## config.mk

```make
export PLATFORM = sky130hd
export DESIGN_NAME = jtag_tap_controller
export DESIGN_NICKNAME = d
export VERILOG_FILES = /design/src/rtl/jtag_tap_controller.sv
export SDC_FILE = /design/constraint.sdc
export NUM_CORES = 1
export LEC_CHECK = 0
export ABC_AREA = 1
export BUFFER_PORTS_ARGS = -buffer_cell sky130_fd_sc_hd__buf_2
export CAP_MARGIN = 15
export CORE_MARGIN = 8
export CORE_UTILIZATION = 50
export DETAILED_ROUTE_END_ITERATION = 6
export GPL_ROUTABILITY_DRIVEN = 0
export PLACE_DENSITY = 0.74
export SKIP_LAST_GASP = 1
export SYNTH_ARGS = -nofsm -noshare
export SYNTH_HDL_FRONTEND = slang
export SYNTH_SLANG_ARGS = --single-unit
```

## constraint.sdc

```tcl
create_clock -name tck -period 1.9 [get_ports tck]
set_clock_uncertainty 0.1 [all_clocks]
set_input_delay 0.38 -clock tck [delete_from_list [all_inputs] [get_ports tck]]
set_output_delay 0.38 -clock tck [all_outputs]
set_load 0.01 [all_outputs]
```

## src/rtl/jtag_tap_controller.sv

```systemverilog
// IEEE 1149.1 TAP controller.
//
// Samples tms on rising tck and sequences the 16-state TAP FSM. Also provides
// decoded phase strobes, a TDO output enable, a TEST_LOGIC_RESET entry pulse,
// a TMS=1 run-length detector and a saturating Run-Test/Idle dwell counter.
//
// Ports:
//   tck            in   TAP clock, all state updates on posedge
//   trst           in   synchronous active-high reset
//   tms            in   test mode select
//   tap_state      out  current TAP state (registered)
//   capture_ir/shift_ir/update_ir, capture_dr/shift_dr/update_dr
//                  out  one-hot phase strobes decoded from tap_state
//   tdo_oe         out  shift_ir | shift_dr
//   tlr_entry      out  registered pulse on the first TEST_LOGIC_RESET cycle
//   tms_reset_seen out  TMS=1 run length >= TMS_RESET_LEN
//   rti_cnt        out  edges spent in RUN_TEST_IDLE since entry (saturating)
//   state_hist     out  last four distinct states, newest in slot 0
//                       (only when JTAG_TAP_STATE_TRACE_EN is defined)
//
// Optional feature macro: JTAG_TAP_STATE_TRACE_EN

package jtag_pkg;
  // Standard 1149.1 state encoding; all 16 codes are used.
  typedef enum logic [3:0] {
    Exit2Dr        = 4'h0,
    Exit1Dr        = 4'h1,
    ShiftDr        = 4'h2,
    PauseDr        = 4'h3,
    SelectIrScan   = 4'h4,
    UpdateDr       = 4'h5,
    CaptureDr      = 4'h6,
    SelectDrScan   = 4'h7,
    Exit2Ir        = 4'h8,
    Exit1Ir        = 4'h9,
    ShiftIr        = 4'hA,
    PauseIr        = 4'hB,
    RunTestIdle    = 4'hC,
    UpdateIr       = 4'hD,
    CaptureIr      = 4'hE,
    TestLogicReset = 4'hF
  } tap_ctrl_fsm_t;
endpackage

module jtag_tap_controller
  import jtag_pkg::*;
#(
  parameter int unsigned RTI_CNT_W     = 8,
  parameter int unsigned TMS_RESET_LEN = 5
) (
  input  logic                 tck,
  input  logic                 trst,
  input  logic                 tms,
  output tap_ctrl_fsm_t        tap_state,
  output logic                 capture_ir,
  output logic                 shift_ir,
  output logic                 update_ir,
  output logic                 capture_dr,
  output logic                 shift_dr,
  output logic                 update_dr,
  output logic                 tdo_oe,
  output logic                 tlr_entry,
  output logic                 tms_reset_seen,
`ifdef JTAG_TAP_STATE_TRACE_EN
  output tap_ctrl_fsm_t [3:0]  state_hist,
`endif
  output logic [RTI_CNT_W-1:0] rti_cnt
);

  localparam logic [RTI_CNT_W-1:0] RtiMax = '1;

  tap_ctrl_fsm_t          state_q, state_d;
  logic                   tlr_entry_q;
  logic [3:0]             tms_cnt_q;
  logic [RTI_CNT_W-1:0]   rti_cnt_q;

  always_comb begin
    state_d = TestLogicReset;
    unique case (state_q)
      TestLogicReset: state_d = tms ? TestLogicReset : RunTestIdle;
      RunTestIdle:    state_d = tms ? SelectDrScan   : RunTestIdle;
      SelectDrScan:   state_d = tms ? SelectIrScan   : CaptureDr;
      CaptureDr:      state_d = tms ? Exit1Dr        : ShiftDr;
      ShiftDr:        state_d = tms ? Exit1Dr        : ShiftDr;
      Exit1Dr:        state_d = tms ? UpdateDr       : PauseDr;
      PauseDr:        state_d = tms ? Exit2Dr        : PauseDr;
      Exit2Dr:        state_d = tms ? UpdateDr       : ShiftDr;
      UpdateDr:       state_d = tms ? SelectDrScan   : RunTestIdle;
      SelectIrScan:   state_d = tms ? TestLogicReset : CaptureIr;
      CaptureIr:      state_d = tms ? Exit1Ir        : ShiftIr;
      ShiftIr:        state_d = tms ? Exit1Ir        : ShiftIr;
      Exit1Ir:        state_d = tms ? UpdateIr       : PauseIr;
      PauseIr:        state_d = tms ? Exit2Ir        : PauseIr;
      Exit2Ir:        state_d = tms ? UpdateIr       : ShiftIr;
      UpdateIr:       state_d = tms ? SelectDrScan   : RunTestIdle;
      default:        state_d = TestLogicReset;
    endcase
  end

  always_ff @(posedge tck) begin
    if (trst) begin
      state_q     <= TestLogicReset;
      tlr_entry_q <= 1'b0;
      tms_cnt_q   <= '0;
      rti_cnt_q   <= '0;
    end else begin
      state_q     <= state_d;
      tlr_entry_q <= (state_d == TestLogicReset) && (state_q != TestLogicReset);
      if (!tms) begin
        tms_cnt_q <= '0;
      end else if (tms_cnt_q != 4'hF) begin
        tms_cnt_q <= tms_cnt_q + 4'd1;
      end
      // Clear on entry, count while dwelling, hold once RTI is left.
      if (state_d == RunTestIdle) begin
        if (state_q != RunTestIdle) begin
          rti_cnt_q <= '0;
        end else if (rti_cnt_q != RtiMax) begin
          rti_cnt_q <= rti_cnt_q + 1'b1;
        end
      end
    end
  end

  always_comb begin
    tap_state      = state_q;
    capture_ir     = (state_q == CaptureIr);
    shift_ir       = (state_q == ShiftIr);
    update_ir      = (state_q == UpdateIr);
    capture_dr     = (state_q == CaptureDr);
    shift_dr       = (state_q == ShiftDr);
    update_dr      = (state_q == UpdateDr);
    tdo_oe         = shift_ir | shift_dr;
    tlr_entry      = tlr_entry_q;
    tms_reset_seen = ({28'd0, tms_cnt_q} >= 32'(TMS_RESET_LEN));
    rti_cnt        = rti_cnt_q;
  end

`ifdef JTAG_TAP_STATE_TRACE_EN
  tap_ctrl_fsm_t [3:0] hist_q;

  always_ff @(posedge tck) begin
    if (trst) begin
      hist_q <= {4{TestLogicReset}};
    end else if (state_d != state_q) begin
      hist_q <= {hist_q[2:0], state_d};
    end
  end

  assign state_hist = hist_q;

  a_strobe_onehot0: assert property (@(posedge tck)
    $onehot0({capture_ir, shift_ir, update_ir, capture_dr, shift_dr, update_dr}));
  a_tdo_oe_shift: assert property (@(posedge tck) tdo_oe |-> (shift_ir | shift_dr));
`endif

endmodule

```

==> impl_metrics.env <==
export IMPL_grt_overflow_total=0
export IMPL_cp_top_family="flip-flops"
export IMPL_p_leak_nw=0.607
export IMPL_num_rows=17
export IMPL_timing_fmax_mhz=574
export IMPL_core_mm2=0.00213
export IMPL_drv_cap=0
export IMPL_grt_pass1_vias=1042
export IMPL_fin_crit_ps=1740
export IMPL_path_cells="inv_1, ha_1, o21ai_0, nand2_1, buf_2"
export IMPL_cts_tree="done"
export IMPL_slew_viol_final=0
export IMPL_cts_root_buf="clkbuf_4"
export IMPL_die_area_mm2=0.00393
export IMPL_yosysWarnings=0
export IMPL_required_ps=1420
export IMPL_path_buf_inv=2
export IMPL_clk_path_buf_depth=2
export IMPL_slowest_stage="dfxtp_2"
export IMPL_wl_mm=2.36
export IMPL_outcome="completed"
export IMPL_clkLatencyLatePin_ps=290
export IMPL_fillers=205
export IMPL_grt_usage=0.130
export IMPL_vias=1069
export IMPL_cts_hold_buf=0
export IMPL_nets=195
export IMPL_port_buffers=23
export IMPL_start_kind="register"
export IMPL_syn_inst=161
export IMPL_detail_route_iter0_violations=37
export IMPL_clk_pin_slew_ps=100
export IMPL_rsz0062_at_grt="no"
export IMPL_synth_yosys_seq_area_share=0.312
export IMPL_grt_max_degree=13
export IMPL_synth_nets=168
export IMPL_path_class="register to output pin"
export IMPL_ant_nets=0
export IMPL_chipWidth_um=62.7
export IMPL_grt_pass1_wl_mm=4.33
export IMPL_antenna_found_initial=0
export IMPL_mostFrequentLayoutCells="31 x nor2_1, 28 x nand2_1, 23 x buf_2"
export IMPL_final_common_cell="nor2_1"
export IMPL_fin_crit_sh=0.917
export IMPL_dp_hpwl_mm=1.93
export IMPL_synth_avg_cell_area_um2=6.77
export IMPL_min_path_type="primary input to register"
export IMPL_slowest_delay_ps=360
export IMPL_via_per_inst=4.97
export IMPL_worst_pin_slew_ps=354
export IMPL_powerDensity_mw_per_mm2=785
export IMPL_clkSinkCount=17
export IMPL_synth_seq_cells=17
export IMPL_synth_flop_cell="dfxtp_1"
export IMPL_num_io_pins=24
export IMPL_yosysUniqueCellTypes=26
export IMPL_drt_pass1_iterations=5
export IMPL_antenna_cells_inserted=0
export IMPL_slew_headroom=0.764
export IMPL_layout_drive_gt1_share=0.246
export IMPL_worst_setup_path_end_kind="output pin"
export IMPL_syn_to_final_growth_pct=16.1
export IMPL_place_area_mm2=0.00123
export IMPL_cp_max_fo=4
export IMPL_setup_viol=0
export IMPL_cts_htree_levels=1
export IMPL_final_area_mm2=0.00126
export IMPL_cts_buffers=3
export IMPL_synth_edf_count=0
export IMPL_synthArstFlopShare=0
export IMPL_fp_dieH_um=62.7
export IMPL_hold_viol=0
export IMPL_start_util=0.512
export IMPL_drc=0
export IMPL_postCtsSetupBuffers=0
export IMPL_tns_ps=0
export IMPL_wl_per_cell_um=11.0
export IMPL_vdd_drop_max_mv=0.662
export IMPL_cp_arrival_ps=1260
export IMPL_syn_area_mm2=0.00109
[synthesized netlist by cell type, types with 2 or more instances]
library cell,n,share of area
nand3_4,2,0.032
nand3_1,12,0.055
dfxtp_1,17,0.31
a21oi_1,3,0.014
nand2_1,28,0.096
o211ai_1,3,0.021
nor2_1,31,0.11
inv_1,21,0.072
o21ai_0,8,0.037
inv_2,4,0.014
nand2_2,2,0.011
nand2_4,3,0.031
nor3_1,9,0.041
nor2_8,2,0.037
o21ai_1,2,0.0092
ha_1,4,0.046
[power breakdown]
group	internal [mW]	total, mW	switching [mW]
clock	0.0783	0.193	0.115
combinational	0.127	0.350	0.223
sequential	0.394	0.450	0.0561
[layer usage]
layer | GRT usage | vias up | wire length (µm) | share of wire
met5 | 0 | - | 0 | 0
met4 | 0.0655 | 0 | 31 | 0.013
met3 | 0.0341 | 5 | 77 | 0.033
met2 | 0.238 | 15 | 1220 | 0.52
met1 | 0.133 | 479 | 1030 | 0.44
li1 | - | 570 | - | -
[worst paths after layout]
path | cells after the start | slack, ps | start | endpoint
worst min-delay path | 2 | 180 | trst | tlr_entry
worst max-delay path | 5 | 160 | tms_cnt_q[1] | tms_reset_seen
worst max register to register | 8 | 300 | rti_cnt[0] | rti_cnt[2]
worst min register to register | 1 | 380 | tms_cnt_q[0] | tms_cnt_q[0]
[stage by stage]
step	utilization	total power, mW	cells	setup slack (ps)	hold WS [ps]
final	0.595	0.993	215	157	176
after global routing	0.595	1.08	215	44.2	161
after CTS	0.594	1.01	215	97.0	168
after detailed placement	0.581	0.809	211	314	414
after global placement	0.581	0.804	211	402	382
after floorplan	-	0.713	161	401	358
[repair_timing]
item | in CTS | in global routing
endpoints found under the setup margin | 0 | 1
hold endpoints to repair | 0 | 0
resized for setup | 0 | 2
[worst register-to-register path: stages, from the launching register on]
cell and delay (ps):
dfxtp_1 440, ha_1 200, nand2_1 110, nor2_1 200, nand3_4 130, nand2_4 130, inv_4 50, nor2_1 80
nor2_1 60
[sequential cells by signal, indices dropped and copies added, names as in the netlist]
register,count
rti_cnt,8
tap_state,4
tlr_entry,1
tms_cnt_q,4
[final cells by class]
class | instances | area (µm²) | share of cell area
Multi-Input combinational cell | 116 | 637 | 0.503
Sequential cell | 17 | 343 | 0.271
Timing Repair Buffer | 24 | 123 | 0.0969
Inverter | 26 | 100 | 0.0791
Tap cell | 28 | 35.0 | 0.0277
Clock buffer | 3 | 22.5 | 0.0178
Clock inverter | 1 | 5.00 | 0.00396
[cells by family (layout without fill, tap and decap cells)]
logic type,Yosys count,in the layout,share of synthesized area
AO/OA/AOI/OAI,20,20,0.109
adder cells (fa/ha/maj),4,4,0.0459
flip-flops,17,17,0.312
buffers and inverters,28,54,0.103
AND/OR/NAND/NOR,92,92,0.429
(Power assumes the default switching activity.)
